### config.mk
export PLATFORM = sky130hd
export DESIGN_NAME = uart_rx_ctrl
export DESIGN_NICKNAME = d
export VERILOG_FILES = /design/src/rtl/uart_rx_ctrl.sv
export SDC_FILE = /design/constraint.sdc
export NUM_CORES = 1
export LEC_CHECK = 0
export BUFFER_PORTS_ARGS = -buffer_cell sky130_fd_sc_hd__buf_2
export CAP_MARGIN = 10
export CORE_MARGIN = 3
export CORE_UTILIZATION = 25
export CTS_CLUSTER_DIAMETER = 60
export DETAILED_ROUTE_END_ITERATION = 8
export GPL_TIMING_DRIVEN = 0
export RECOVER_POWER = 100
export SETUP_SLACK_MARGIN = 0.02
export SKIP_CTS_REPAIR_TIMING = 1
export SLEW_MARGIN = 5
export SYNTH_ARGS = -nofsm -noshare
export SYNTH_HDL_FRONTEND = slang
export SYNTH_SLANG_ARGS = --single-unit
### constraint.sdc
create_clock -name i_clk -period 3.9 [get_ports i_clk]
set_input_delay 0.39 -clock i_clk [delete_from_list [all_inputs] [get_ports i_clk]]
set_output_delay 0.39 -clock i_clk [all_outputs]
set_load 0.02 [all_outputs]
### src/rtl/uart_rx_ctrl.sv
// Sequencer and receive FIFO for the oversampling UART receiver: generates the
// oversample tick, holds the receiver in reset while disabled, buffers bytes FWFT.
module uart_rx_ctrl #(
  parameter int unsigned    DATA    = 8,
  parameter int unsigned    DEPTH   = 16,
  parameter int unsigned    CLK_DIV = 27,
  parameter logic [DATA-1:0] EOL    = DATA'(8'h0D),
  localparam int unsigned   CW      = $clog2(DEPTH + 1)
) (
  input  logic            i_clk,
  input  logic            i_rst_n,
  input  logic            i_enable,
  input  logic [DATA-1:0] i_rx_data,
  input  logic            i_rx_ready,
  output logic            o_rx_tick,
  output logic            o_rx_rst,
  output logic [DATA-1:0] o_data,
  output logic            o_valid,
  input  logic            i_pop,
  output logic [CW-1:0]   o_count,
  output logic [CW-1:0]   o_lines,
  output logic            o_line_ready,
  output logic            o_overrun,
  input  logic            i_clr_overrun
);

  localparam int unsigned PW = $clog2(DEPTH);
  localparam int unsigned TW = $clog2(CLK_DIV);

  typedef enum logic [1:0] {S_OFF, S_FLUSH, S_RUN} state_t;

  state_t          state, state_d;
  logic [TW-1:0]   cnt, cnt_d;
  logic            tick_d, rx_rst_d, flush;
  logic            ready_q, rise, pop_ok, push_ok, full;
  logic [PW-1:0]   rd_ptr, wr_ptr;
  logic [CW-1:0]   count_d, lines_d;
  logic            lines_inc, lines_dec;
  logic [DATA-1:0] mem [DEPTH];

  // State register
  always_ff @(posedge i_clk or negedge i_rst_n) begin
    if (!i_rst_n) state <= S_OFF;
    else          state <= state_d;
  end

  // Next-state logic
  always_comb begin
    state_d = state;
    case (state)
      S_OFF:   if (i_enable) state_d = S_FLUSH;
      S_FLUSH: state_d = S_RUN;
      S_RUN:   if (!i_enable) state_d = S_OFF;
      default: state_d = S_OFF;
    endcase
  end

  // Output decode: next values of the registered receiver controls
  always_comb begin
    cnt_d    = '0;
    tick_d   = 1'b0;
    rx_rst_d = (state_d != S_RUN);
    flush    = (state == S_FLUSH);
    if (state == S_RUN && state_d == S_RUN)
      cnt_d = (cnt == TW'(CLK_DIV - 1)) ? '0 : cnt + TW'(1);
    if (state_d == S_RUN)
      tick_d = (cnt_d == TW'(CLK_DIV - 1));
  end

  always_ff @(posedge i_clk or negedge i_rst_n) begin
    if (!i_rst_n) begin
      cnt       <= '0;
      o_rx_tick <= 1'b0;
      o_rx_rst  <= 1'b1;
      ready_q   <= 1'b0;
    end else begin
      cnt       <= cnt_d;
      o_rx_tick <= tick_d;
      o_rx_rst  <= rx_rst_d;
      ready_q   <= i_rx_ready;
    end
  end

  // FIFO control; when full, a same-cycle pop frees the slot being written
  always_comb begin
    rise      = (state == S_RUN) && i_rx_ready && !ready_q;
    pop_ok    = i_pop && o_valid;
    full      = (o_count == CW'(DEPTH));
    push_ok   = rise && (!full || pop_ok);
    lines_inc = push_ok && (i_rx_data == EOL);
    lines_dec = pop_ok && (o_data == EOL);
    count_d   = o_count;
    lines_d   = o_lines;
    if (push_ok && !pop_ok) count_d = o_count + CW'(1);
    if (!push_ok && pop_ok) count_d = o_count - CW'(1);
    if (lines_inc && !lines_dec) lines_d = o_lines + CW'(1);
    if (!lines_inc && lines_dec) lines_d = o_lines - CW'(1);
  end

  always_ff @(posedge i_clk or negedge i_rst_n) begin
    if (!i_rst_n) begin
      rd_ptr    <= '0;
      wr_ptr    <= '0;
      o_count   <= '0;
      o_lines   <= '0;
      o_valid   <= 1'b0;
      o_overrun <= 1'b0;
    end else if (flush) begin
      rd_ptr    <= '0;
      wr_ptr    <= '0;
      o_count   <= '0;
      o_lines   <= '0;
      o_valid   <= 1'b0;
      o_overrun <= 1'b0;
    end else begin
      if (push_ok) wr_ptr <= wr_ptr + PW'(1);
      if (pop_ok)  rd_ptr <= rd_ptr + PW'(1);
      o_count <= count_d;
      o_lines <= lines_d;
      o_valid <= (count_d != '0);
      if (rise && !push_ok)  o_overrun <= 1'b1;
      else if (i_clr_overrun) o_overrun <= 1'b0;
    end
  end

  always_ff @(posedge i_clk or negedge i_rst_n) begin
    if (!i_rst_n) begin
      for (int i = 0; i < int'(DEPTH); i++) mem[i] <= '0;
    end else if (push_ok) begin
      mem[wr_ptr] <= i_rx_data;
    end
  end

  assign o_data       = mem[rd_ptr];
  assign o_line_ready = (o_lines != '0);

endmodule

* Yosys cells after proc, flatten, opt, wreduce, memory -nomap -nowiden
Index checks and enable logic that the tools add are counted. W data, S select, Z words.
Word-level totals: flip-flop bits (word level) 158, input bits 14, output and inout port bits 23
Cells by class: add/sub/neg operators 7, magnitude comparators 3, equality and inequality tests 9, multiplexer cells 26, bitwise gates (word level) 2, reductions and logical operators 27
Operators by type and width (number):
- $bwmux W128 | 1
- $mux W5 | 8
- $bmux W8 S4 | 1
- $demux W8 S4 | 1
- $mux W8 | 3
- $eq A8 B4 Y1 const B | 2
- $mux W4 | 4
- $add A5 B1 Y5 const B | 3
- $eq A5 B5 Y1 const B | 3
- $logic_and A1 B1 Y1 | 13
- $ge A5 B5 Y1 const B | 2
- $not A4 Y5 | 2
- $reduce_bool A5 Y1 | 2
- $sub A5 B1 Y5 const B | 2
- $add A4 B1 Y4 const B | 2
- $logic_not A1 Y1 | 6
- $pmux W2 S3 | 1
- $reduce_bool A3 Y1 | 2
- $lt A5 B1 Y1 const B | 1
- $mux W1 | 5
- $eq A2 B2 Y1 const B | 2
- $mux W2 | 2
- $reduce_bool A2 Y1 | 2
- $eq A2 B1 Y1 const B | 1
- 3 further kinds | 3

* Logic depth before layout (Yosys ltp)
word-level depth 11, mapped depth 15, gate-level depth less buffers 13

* Worst setup path after synthesis
OpenSTA, ideal clock, no wires.
path kind reg-to-reg, from reg rd_ptr[1], to reg o_lines[4], setup time 0.134 ns, arrival time 3.181 ns, data required time 3.766 ns, slack 0.584 ns, stages on the path, launching flop included 16, buffers on the path 2, period minus slack after synthesis 3.316 ns, path through dfrtp_1 buf_2 buf_2 mux4_2 a22oi_1 nand2_1 nor4_1 nand3_1 inv_2 ha_1 nor2b_1 o21ai_0 nand2b_1 nor4_2 o21ai_0 nor3b_2
Between the ends: cells in the longest elaborated chain, start to end 9, elaborated cells between the ends (all ways) 12
Ends and longest elaborated chain:
- start: declaration | line 36 | logic [PW-1:0] rd_ptr, wr_ptr;
- start signal: assignment | line 117 | if (pop_ok) rd_ptr <= rd_ptr + PW'(1);
- $not A4 Y5 (implied by the code) (*) | line 134 | assign o_data = mem[rd_ptr];
- $bmux W8 S4 (*) | line 134
- $mux W8 (implied by the code) (*) (2 in a row) | line 134
- via o_data[7] | line 17 | output logic [DATA-1:0] o_data,
- $eq A8 B4 Y1 (*) | line 91 | lines_dec = pop_ok && (o_data == EOL);
- $logic_and A1 B1 Y1 (*) | line 91
- $logic_and A1 B1 Y1 / $logic_not A1 Y1 (equally long branches) | line 97, 96
- $mux W5 / $logic_and A1 B1 Y1 (equally long branches) | line 97, 96
- $mux W5 / $reduce_bool A3 Y1 (equally long branches)
- end signal: assignment | line 119 | o_lines <= lines_d;
- end: declaration | line 21 | output logic [CW-1:0] o_lines,
The timed path passes the listed nets; every way through them passes the cells marked *. The select of a mux whose other input is x is not followed. A chain may end at the register's enable or synchronous reset.

* Worst setup path after layout
from reg rd_ptr[0], to reg o_lines[4]
Between the ends: cells in the longest elaborated chain, start to end 9, elaborated cells between the ends (all ways) 12
Ends and longest elaborated chain (line):
- $not A4 Y5 (implied by the code) (*) | 134
- $bmux W8 S4 (*) | 134
- $mux W8 (implied by the code) (*) (2 in a row) | 134
- $eq A8 B4 Y1 (*) | 91
- $logic_and A1 B1 Y1 (*) | 91
- $logic_and A1 B1 Y1 / $logic_not A1 Y1 (equally long branches) | 97, 96
- $mux W5 / $logic_and A1 B1 Y1 (equally long branches) | 97, 96
- $mux W5 / $reduce_bool A3 Y1 (equally long branches)
Mark *: on every way between the ends. The rest lies on a longest branch, timed or not. The select of a mux whose other input is x is not followed.

==> impl_metrics.tcl <==
set metrics [dict create \
    synth_cell_type_count 55 \
    synthCells 544 \
    fin_tns_setup_ps 0 \
    place.gp.congestion 0.801 \
    tightest_slew_ps 2200 \
    p_comb_share_pct 27.4 \
    design_area_um2 8870 \
    synth.most_common_cell "dfrtp_1" \
    yosys_register_bits 158 \
    drv_cap 1 \
    outcome "finished with violations" \
    p_int_mw 3.38 \
    yosysTopAreaCell "dfrtp_1" \
    dp_slack_ps -43.5 \
    drtAntennaViolNets 0 \
    die_w_um 179 \
    worstPathRequired_ps 4200 \
    cts_tree "done" \
    fmax_ghz 0.276 \
    wl_per_cell_um 17.3 \
    firstDrtPassIters 4 \
    startpoint_type "flip-flop" \
    seq_power_share_pct 38.3 \
    path_delay_family "simple AND/OR/NAND/NOR gates" \
    area_growth_pct 18.1 \
    wl_um 17400 \
    power_density_nw_per_um2 570 \
    diodes 0 \
    portBuffers 36 \
    relSlewSlack_pct -46.9 \
    r2r_slack_ps 270 \
    setup_violations 0 \
    min_path_cells 1 \
    postSynthNetCount 572 \
    peakVddDrop_uv 348 \
    die-area_um2 32200 \
    fin_ws_ps 271 \
    crit_type "reg2reg" \
    finalHoldViolCount 0 \
    skew_ps 10.1 \
    fin_util_pct 30.4 \
    viasPerCell 4.74 \
    dp_hpwl_um 12000 \
    netlist_top_cells_count "157 x dfrtp_1, 128 x mux2_2, 30 x mux4_2" \
    r2r_cells 15 \
    min_to "ready_q$_DFF_PN0_" \
    fp-row-count 62 \
    synth_edf_count 0 \
    grt_max_degree 90 \
    min-delay-start "i_rx_ready" \
    final_nets 633 \
    start_util_pct 25.8 \
    path_cells "buf_6, buf_12, mux4_2, a22oi_1, nand2_2, and4bb_4, nand3_2, inv_4, ha_1, nor2b_1, o21ai_1, nand2b_1, nor4_2, o21ai_0, nor3b_2" \
    reg2reg_from "rd_ptr[0]$_DFFE_PN0P_" \
    post-route-period-util_pct 93.0 \
    dpl_cell_area_um2 8210 \
    synth_area_um2 7510 \
    worstReg2RegEnd "o_lines[4]$_DFFE_PN0P_" \
    finalMaxSlewViolations 90 \
    first_global_vias 4859 \
    p_leak_nw 4.09 \
    netlist_top_cells_area "dfrtp_1 52%, mux2_2 19%, mux4_2 9.0%, ha_1 2.2%, nand3_1 1.5%" \
    cp_max_fo 10 \
    die_y_um 179 \
    yosysTopAreaCellShare_pct 52.3 \
    p_sw_share_pct 33.2 \
    grt_pass1_wl_um 27600 \
    cp-end-kind "flip-flop" \
    dp_cells 965 \
    yosysWarnings 0 \
    clkLatencyLatePin_ps 430 \
    min_period_ps 3630 \
    clk_pin_slew_worst_paths_ps 70 \
    violations "capacitance limit, slew limit" \
    drcViolationCount 0 \
    clock_power_share_pct 34.3 \
    arrival_ps 3920 \
    crit_start "rd_ptr[0]$_DFFE_PN0P_" \
    drive_above_1_share_pct 37.5 \
    critPathBufInv 3 \
    switchingPower_mw 1.68 \
    cp_slowest_cell "mux4_2" \
    hp-class "in2reg" \
    critPathMaxStageDelay_ps 540 \
    rsz0062_at_grt "no" \
    synth_ff_type "dfrtp_1" \
    final_cells 1002 \
    htreeDepth 4 \
    antenna_found_initial 2 \
    clk_path_buf_depth 2 \
    cts_inserted_buffers 17 \
    synthArstFlopShare_pct 100 \
    core_um2 29200 \
    cts-root-buf "clkbuf_16" \
    synth_area_per_cell_um2 13.8 \
    grtUsageTotal_pct 11.3 \
    drt_iter0_drc 346 \
    grt_remaining_overflow 0 \
    yosysSeqAreaShare_pct 52.6 \
    num_io_pins 37 \
    cts_sinks 158 \
    vias 4748 \
]
-- power by group through the flow --
stage / clock, mW / sequential (mW) / combinational, mW
2_1_floorplan: 0 / 1.97 / 0.900
5_1_grt: 1.85 / 1.96 / 1.52
4_1_cts: 1.77 / 1.93 / 1.34
3_5_place_dp: 0 / 1.96 / 1.33
6_report: 1.74 / 1.94 / 1.39
3_3_place_gp: 0 / 1.96 / 1.31
-- worst max-delay path by stage --
stage / end / slack [ps] / cells after the start
after floorplan: o_lines[4]$_DFFE_PN0P_ / 580 / 15
final: o_lines[4]$_DFFE_PN0P_ / 270 / 15
after global placement: mem[74]$_DFFE_PN0P_ / -90 / 1
after global routing: o_lines[4]$_DFFE_PN0P_ / 7 / 15
after CTS: o_lines[4]$_DFFE_PN0P_ / -80 / 15
after detailed placement: o_lines[4]$_DFFE_PN0P_ / -40 / 15
-- metal layers --
layer	vias up	wire (µm)	global-route usage (%)
met5	-	27	0
met4	4	276	3.58
met3	34	825	3.10
met2	98	7940	17.5
met1	2468	8310	15.5
li1	2144	-	-
-- flip-flops by register name, summed over array words and instances (netlist names), 2 cells and up --
name,cells
o_count,5
rd_ptr,4
o_lines,5
wr_ptr,4
cnt,5
mem,128
state,2
-- area by class of cell --
class | count | area, µm²
buffer | 30 | 175
clock buffer | 18 | 439
clock inverter | 14 | 170
fill | 2975 | 20300
inverter | 11 | 43.8
multi-input combinational | 345 | 3400
sequential | 158 | 3960
tap | 384 | 480
timing repair buffer | 42 | 208
-- logic make-up (layout without fill, tap and decap cells) --
group / Yosys count / after routing / synth area share (%)
buffers and inverters: 41 / 115 / 2.40
xor gates and xnor gates: 12 / 12 / 1.40
adders and majority gates: 14 / 14 / 2.43
muxes: 167 / 167 / 29.4
and+or+nand+nor: 109 / 109 / 7.93
DFF: 158 / 158 / 52.6
AOI/OAI and AO/OA: 43 / 43 / 3.81
-- cells in the final DEF (no fill, tap or decap), types with 5 or more instances in the layout --
cell type,n
buf_4,5
dfrtp_1,157
nand3_1,21
buf_2,19
ha_1,13
nor3_1,8
a21oi_1,7
mux2i_1,9
clkbuf_1,36
nand4_1,6
xor2_1,7
nor2_1,24
mux2_2,128
nor2b_1,7
clkbuf_16,17
xnor2_1,5
a22oi_1,13
o21ai_0,6
nand2_1,16
mux4_2,30
inv_1,10
-- metrics by stage --
| step | total power [mW] | hold WS, ps |
|---|---|---|
| finish | 5.06 | 102 |
| global route | 5.32 | 93.3 |
| CTS | 5.04 | -14.3 |
| detailed placement | 3.30 | 451 |
| global placement | 3.27 | 474 |
| floorplan | 2.87 | 94.4 |
Power figures use the tool's default switching activity.
